==> config.mk <==
export PLATFORM = sky130hd
export DESIGN_NAME = bin2bcd_seq
export DESIGN_NICKNAME = d
export VERILOG_FILES = /design/src/rtl/bin2bcd_seq.sv
export SDC_FILE = /design/constraint.sdc
export NUM_CORES = 1
export LEC_CHECK = 0
export ABC_CLOCK_PERIOD_IN_PS = 3010
export CORE_MARGIN = 3
export CORE_UTILIZATION = 50
export CTS_CLUSTER_SIZE = 16
export DETAILED_ROUTE_END_ITERATION = 8
export PLACE_DENSITY_LB_ADDON = 0.08
export SLEW_MARGIN = 20
export SYNTH_ARGS = -nofsm -noshare
export SYNTH_HDL_FRONTEND = slang
export SYNTH_SLANG_ARGS = --single-unit
==> constraint.sdc <==
create_clock -name clk -period 3.01 [get_ports clk]
set_input_delay 0.7525 -clock clk [delete_from_list [all_inputs] [get_ports clk]]
set_output_delay 0.7525 -clock clk [all_outputs]
set_load 0.005 [all_outputs]
==> src/rtl/bin2bcd_seq.sv <==
// Sequential binary-to-BCD converter (shift-add-3), one input bit per clock.
// Ports: clk, rst_n, start, bin[WIDTH] in; busy, done, bcd[4*DIGITS] out.
module bin2bcd_seq #(
  parameter int WIDTH  = 16,
  parameter int DIGITS = 5
) (
  input  logic                  clk,
  input  logic                  rst_n,
  input  logic                  start,
  input  logic [WIDTH-1:0]      bin,
  output logic                  busy,
  output logic                  done,
  output logic [4*DIGITS-1:0]   bcd
);

  localparam int BW = 4 * DIGITS;
  localparam int CW = (WIDTH > 1) ? $clog2(WIDTH) : 1;

  localparam logic [0:0] IDLE  = 1'b0;
  localparam logic [0:0] SHIFT = 1'b1;

  // True when 10^d >= 2^w, i.e. d digits can hold every w-bit value.
  // p stops growing once it reaches the limit, so it cannot overflow.
  function automatic bit f_fits(input int w, input int d);
    logic [127:0] lim;
    logic [127:0] p;
    lim = 128'd1 << w;
    p   = 128'd1;
    for (int i = 0; i < d; i++) begin
      p = (p >= lim) ? p : p * 128'd10;
    end
    return (p >= lim);
  endfunction

  localparam bit FITS = (WIDTH >= 1) && (WIDTH <= 120)
                     && f_fits(WIDTH, DIGITS);

  if (!FITS) begin : g_bad_cfg
    $fatal(1, "bin2bcd_seq: DIGITS too small for WIDTH");
  end

  logic [0:0]       r_state;
  logic [WIDTH-1:0] r_bin;
  logic [BW-1:0]    r_scr;
  logic [CW-1:0]    r_cnt;
  logic             r_busy;
  logic             r_done;
  logic [BW-1:0]    r_bcd;

  logic [BW-1:0]       w_adj;
  logic [BW+WIDTH-1:0] w_cat;
  logic [BW-1:0]       w_nscr;
  logic [WIDTH-1:0]    w_nbin;
  logic                w_last;

  // Per-nibble add-3; carries never cross nibble boundaries.
  for (genvar k = 0; k < DIGITS; k++) begin : g_adj
    assign w_adj[4*k +: 4] = (r_scr[4*k +: 4] >= 4'd5)
                           ? r_scr[4*k +: 4] + 4'd3
                           : r_scr[4*k +: 4];
  end

  assign w_cat  = {w_adj, r_bin} << 1;
  assign w_nscr = w_cat[BW+WIDTH-1:WIDTH];
  assign w_nbin = w_cat[WIDTH-1:0];
  assign w_last = (r_cnt == '0);

  always_ff @(posedge clk or negedge rst_n) begin
    if (!rst_n) begin
      r_state <= IDLE;
      r_bin   <= '0;
      r_scr   <= '0;
      r_cnt   <= '0;
      r_busy  <= 1'b0;
      r_done  <= 1'b0;
      r_bcd   <= '0;
    end else begin
      r_done <= 1'b0;
      unique case (r_state)
        IDLE: begin
          if (start) begin
            r_bin   <= bin;
            r_scr   <= '0;
            r_cnt   <= CW'(WIDTH - 1);
            r_busy  <= 1'b1;
            r_state <= SHIFT;
          end
        end
        SHIFT: begin
          r_scr <= w_nscr;
          r_bin <= w_nbin;
          r_cnt <= r_cnt - 1'b1;
          if (w_last) begin
            r_bcd   <= w_nscr;
            r_done  <= 1'b1;
            r_busy  <= 1'b0;
            r_state <= IDLE;
          end
        end
        default: r_state <= IDLE;
      endcase
    end
  end

  assign busy = r_busy;
  assign done = r_done;
  assign bcd  = r_bcd;

endmodule

# Word level (Yosys, flattened, before mapping)
# Cells that the tools add are included.
# Widths: inputs -> output; s select.
word_totals:
  register_bits: 63
  latchBits: 0
  ramBits: 0
  romBits: 0
  inputBits: 19
  out_inout_bits: 22
  word_cells: 43
  mem_count: 0
classes:
  addsub: 6
  multipliers: 0
  n_div: 0
  order_cmp: 5
  n_eq_ne: 2
  shift: 0
  muxes: 19
  bitwise_logic: 1
  n_reduce_logical: 3
ops:
  columns: ["operator", "n"]
  rows:
  - ["$pmux 20 s2", 1]
  - ["$pmux 16 s2", 1]
  - ["$ge 4x3->1 const B", 5]
  - ["$mux 20", 1]
  - ["$mux 4", 5]
  - ["$add 4x2->4 const B", 4]
  - ["$mux 16", 1]
  - ["$pmux 4 s2", 1]
  - ["$mux 1", 6]
  - ["$logic_not 4->1", 1]
  - ["$pmux 1 s2", 2]
  - ["$reduce_and 2->1", 2]
  - ["$sub 4x1->4 const B", 1]
  - ["$add 3x2->3 const B", 1]
  - ["$mux 3", 1]
  - ["$ne 2x1->1 const B", 1]
  - ["$ne 2x2->1 const B", 1]
  - ["$not 1->1", 1]

# Longest topological paths before layout
logic_depth:
  word_depth: 3
  depth_mapped: 7
  mapped_depth_nobuf: 6

# Worst setup path before layout
# No wires, ideal clock.
synth_timing:
  path_type: "input -> register"
  startpoint: "input start"
  endpoint: "register r_scr[11]"
  setup_ps: 135
  t_arrival_ps: 1372
  slack_ps: 1504
  path_stages: 4
  n_path_buf: 3
  path_cell_list: "buf_2 > buf_2 > buf_2 > o22ai_1"
synth_via:
  elab_chain_cells: 1
synth_lines:
  columns: ["item", "line", "rtl"]
  rows:
  - ["start, declared", "9", "input logic start,"]
  - ["$ne 2x2->1 (no source line)", null, null]
  - ["end signal, assigned", "90", "r_scr <= w_nscr;"]
  - ["end, declared", "44", "logic [BW-1:0] r_scr;"]
# No other way between the ends.
# A chain may end at the register's enable or synchronous reset.

# Worst setup path in the final report
layout_timing:
  startpoint: "register r_bcd[0], in the netlist bcd[0]"
  endpoint: "output bcd[0]"
layout_rtl:
  columns: ["item", "line", "rtl"]
  rows:
  - ["start, declared", "48", "logic [BW-1:0] r_bcd;"]
  - ["start signal, assigned", "94", "r_bcd <= w_nscr;"]
  - ["end, declared", "13", "output logic [4*DIGITS-1:0] bcd"]
# No word-level cell between the ends.

==> results_dict.tcl <==
set metrics [dict create \
    place_ws_ns 1.20 \
    max_freq_mhz 514 \
    wl_met3_um 184 \
    maxSlewViolCount 0 \
    numPortBuffers 40 \
    clk_latency_ns 0.33 \
    worst_setup_path_start_kind "register" \
    arrival_ns 1.19 \
    p_sw_mw 1.31 \
    grtUsageTotal 0.170 \
    avgRoutedWirePerCell_um 13.7 \
    outcome "finished, final reports clean" \
    coreArea_um2 5640 \
    path_buf_inv 1 \
    cp_max_fo 2 \
    wl_met1_um 2740 \
    ff2ff_setup_slack_ns 1.30 \
    slowest_delay_ns 0.50 \
    path_class "register to output pin" \
    setup_viol 0 \
    p_seq_frac 0.388 \
    p_int_mw 2.51 \
    hp-class "input pin to async pin" \
    io_pins 41 \
    syn_nets 314 \
    postCtsHoldBufs 0 \
    cts.clk_slew.worst_paths_ns 0.07 \
    post-cts-setup-buffer-count 0 \
    postRouteAntennaNets 0 \
    cts_buffers 9 \
    gp_congestion 0.755 \
    wl_met2_um 2520 \
    dr.first_iter.drc_count 96 \
    crit_family "buffers and inverters" \
    root_buffer "clkbuf_8" \
    fin_crit_sh 0.647 \
    synth.largest_area_cell "dfrtp_1" \
    layout_commonest_cell "dfrtp_1" \
    antenna_found_initial 0 \
    synth.distinct_cells 24 \
    max-cap-violations 0 \
    required_ns 2.26 \
    cts_resized 0 \
    nNetsFinal 354 \
    swShare 0.343 \
    hold_viol 0 \
    htree_levels 3 \
    cts_buffer_depth 2 \
    n_antenna_cell 0 \
    syn_to_final_growth_pct 21.9 \
    combPwrFrac 0.415 \
    yosys.area.top_type_share 0.528 \
    die_w_um 83.3 \
    top_layer "met4" \
    drtPass1Iterations 4 \
    die_height_um 83.3 \
    critPathSlowestCell "clkdlybuf4s50_1" \
    netlist_top_cells_area "dfrtp_1, mux2i_1, nand2_1" \
    tightest_slew_ns 0.649 \
    period_needed_ns 1.95 \
    powerDensity_nw_per_um2 1050 \
    peakVddDrop_mv 0.561 \
    finClkSkew_ns 0.0119 \
    yosysSeqAreaShare 0.528 \
    clock_sinks 63 \
    drcViolationCount 0 \
    vias_per_cell 5.21 \
    dieArea_um2 6930 \
    start_util 0.529 \
    cp-end-kind "output pin" \
    synth_cells 284 \
    routed_wl_um 5500 \
    p_leak_nw 1.65 \
    worstPathCellList "clkdlybuf4s50_1" \
    grt_pass1_vias 2034 \
    slew-limit-headroom 0.568 \
    drive_gt1_frac 0.112 \
    rsz0062_at_grt "no" \
    grt_pass1_wl_um 9560 \
    post-dp-hpwl_um 3780 \
    cts_tree "yes" \
    synth-seq-cells 63 \
    ys_warn_count 0 \
    fin_tns_setup_ns 0 \
    fp-row-count 27 \
    vias 2089 \
    syn_area_um2 2990 \
    layout_common_cells "dfrtp_1, nand2_1, clkdlybuf4s50_1" \
    grt_overflow 0 \
    clkPwrFrac 0.197 \
    avgSynthCellArea_um2 10.5 \
    grt_max_degree 58 \
    worst_slack_ns 1.06 \
]
==> power by group through the flow <==
stage	combinational, mW	sequential, mW	clock (mW)
after CTS	1.61	1.48	0.781
after detailed placement	1.60	1.50	0
after global placement	1.56	1.48	0
after floorplan	1.11	1.45	0
final	1.59	1.48	0.754
after global routing	1.81	1.54	0.823
==> cells by family after synthesis <==
kind of cell               count (synthesis)  share of synthesized area
muxes                                     28                      0.105
adders and majority gates                 11                     0.0461
and+or+nand+nor                           75                      0.120
buffers and inverters                     30                     0.0461
DFF                                       63                      0.528
AOI/OAI and AO/OA                         70                      0.134
xor gates and xnor gates                   7                     0.0205
==> cell type report <==
| cell class | count | area, um^2 |
|---|---|---|
| Clock buffer | 13 | 169 |
| Clock inverter | 3 | 40.0 |
| Fill cell | 457 | 2000 |
| Inverter | 14 | 52.6 |
| Multi-Input combinational cell | 191 | 1270 |
| Sequential cell | 63 | 1580 |
| Tap cell | 72 | 90.1 |
| Timing Repair Buffer | 45 | 440 |
==> metrics by stage <==
| stage | utilization | std cells | power (mW) | hold slack (ns) | cell area [um^2] |
|---|---|---|---|---|---|
| after global placement | 0.608 | 385 | 3.04 | 0.461 | 3430 |
| after CTS | 0.645 | 401 | 3.87 | 0.457 | 3640 |
| final | 0.645 | 401 | 3.83 | 0.447 | 3640 |
| after floorplan | - | 284 | 2.56 | 0.449 | 2990 |
| after global routing | 0.645 | 401 | 4.17 | 0.491 | 3640 |
| after detailed placement | 0.608 | 385 | 3.10 | 0.469 | 3430 |
==> sequential cells by signal (all words and copies together) (netlist names) <==
name / flops
r_bin: 16
r_state: 1
done: 1
busy: 1
r_scr: 20
r_cnt: 4
bcd: 20
==> final timing paths <==
kind	startpoint	to	depth (start not counted)
max	bcd[0]	bcd[0]	1
min reg2reg	r_bin[0]	r_bin[1]	2
max reg2reg	r_cnt[0]	bcd[1]	6
max in group asynchronous	rst_n	r_cnt[1]	2
min in group clk	r_bin[0]	r_bin[1]	2
min	rst_n	bcd[15]	1
==> synthesized netlist by cell type <==
cell      number
a21o_1         7
nor3b_1       13
nand3_2        1
nor2_1         5
nor3_1         8
mux2_2         2
ha_1          11
a21oi_1       15
nand2_1       43
buf_6          1
buf_2         11
dfrtp_1       63
buf_4          1
inv_1         12
nand2b_1       5
a21oi_2        4
mux2i_1       20
inv_2          2
clkbuf_1       3
mux2_4         6
o21ai_0       31
o31ai_1        1
o22ai_1       12
xnor2_1        7
==> metal layers <==
layer  GRT usage  vias to the layer above
li1            -                     1053
met1       0.232                      994
met2       0.266                       37
met3      0.0347                        5
met4      0.0669                        0
met5           0                        -
No activity file was read; power rests on OpenSTA's default activity.
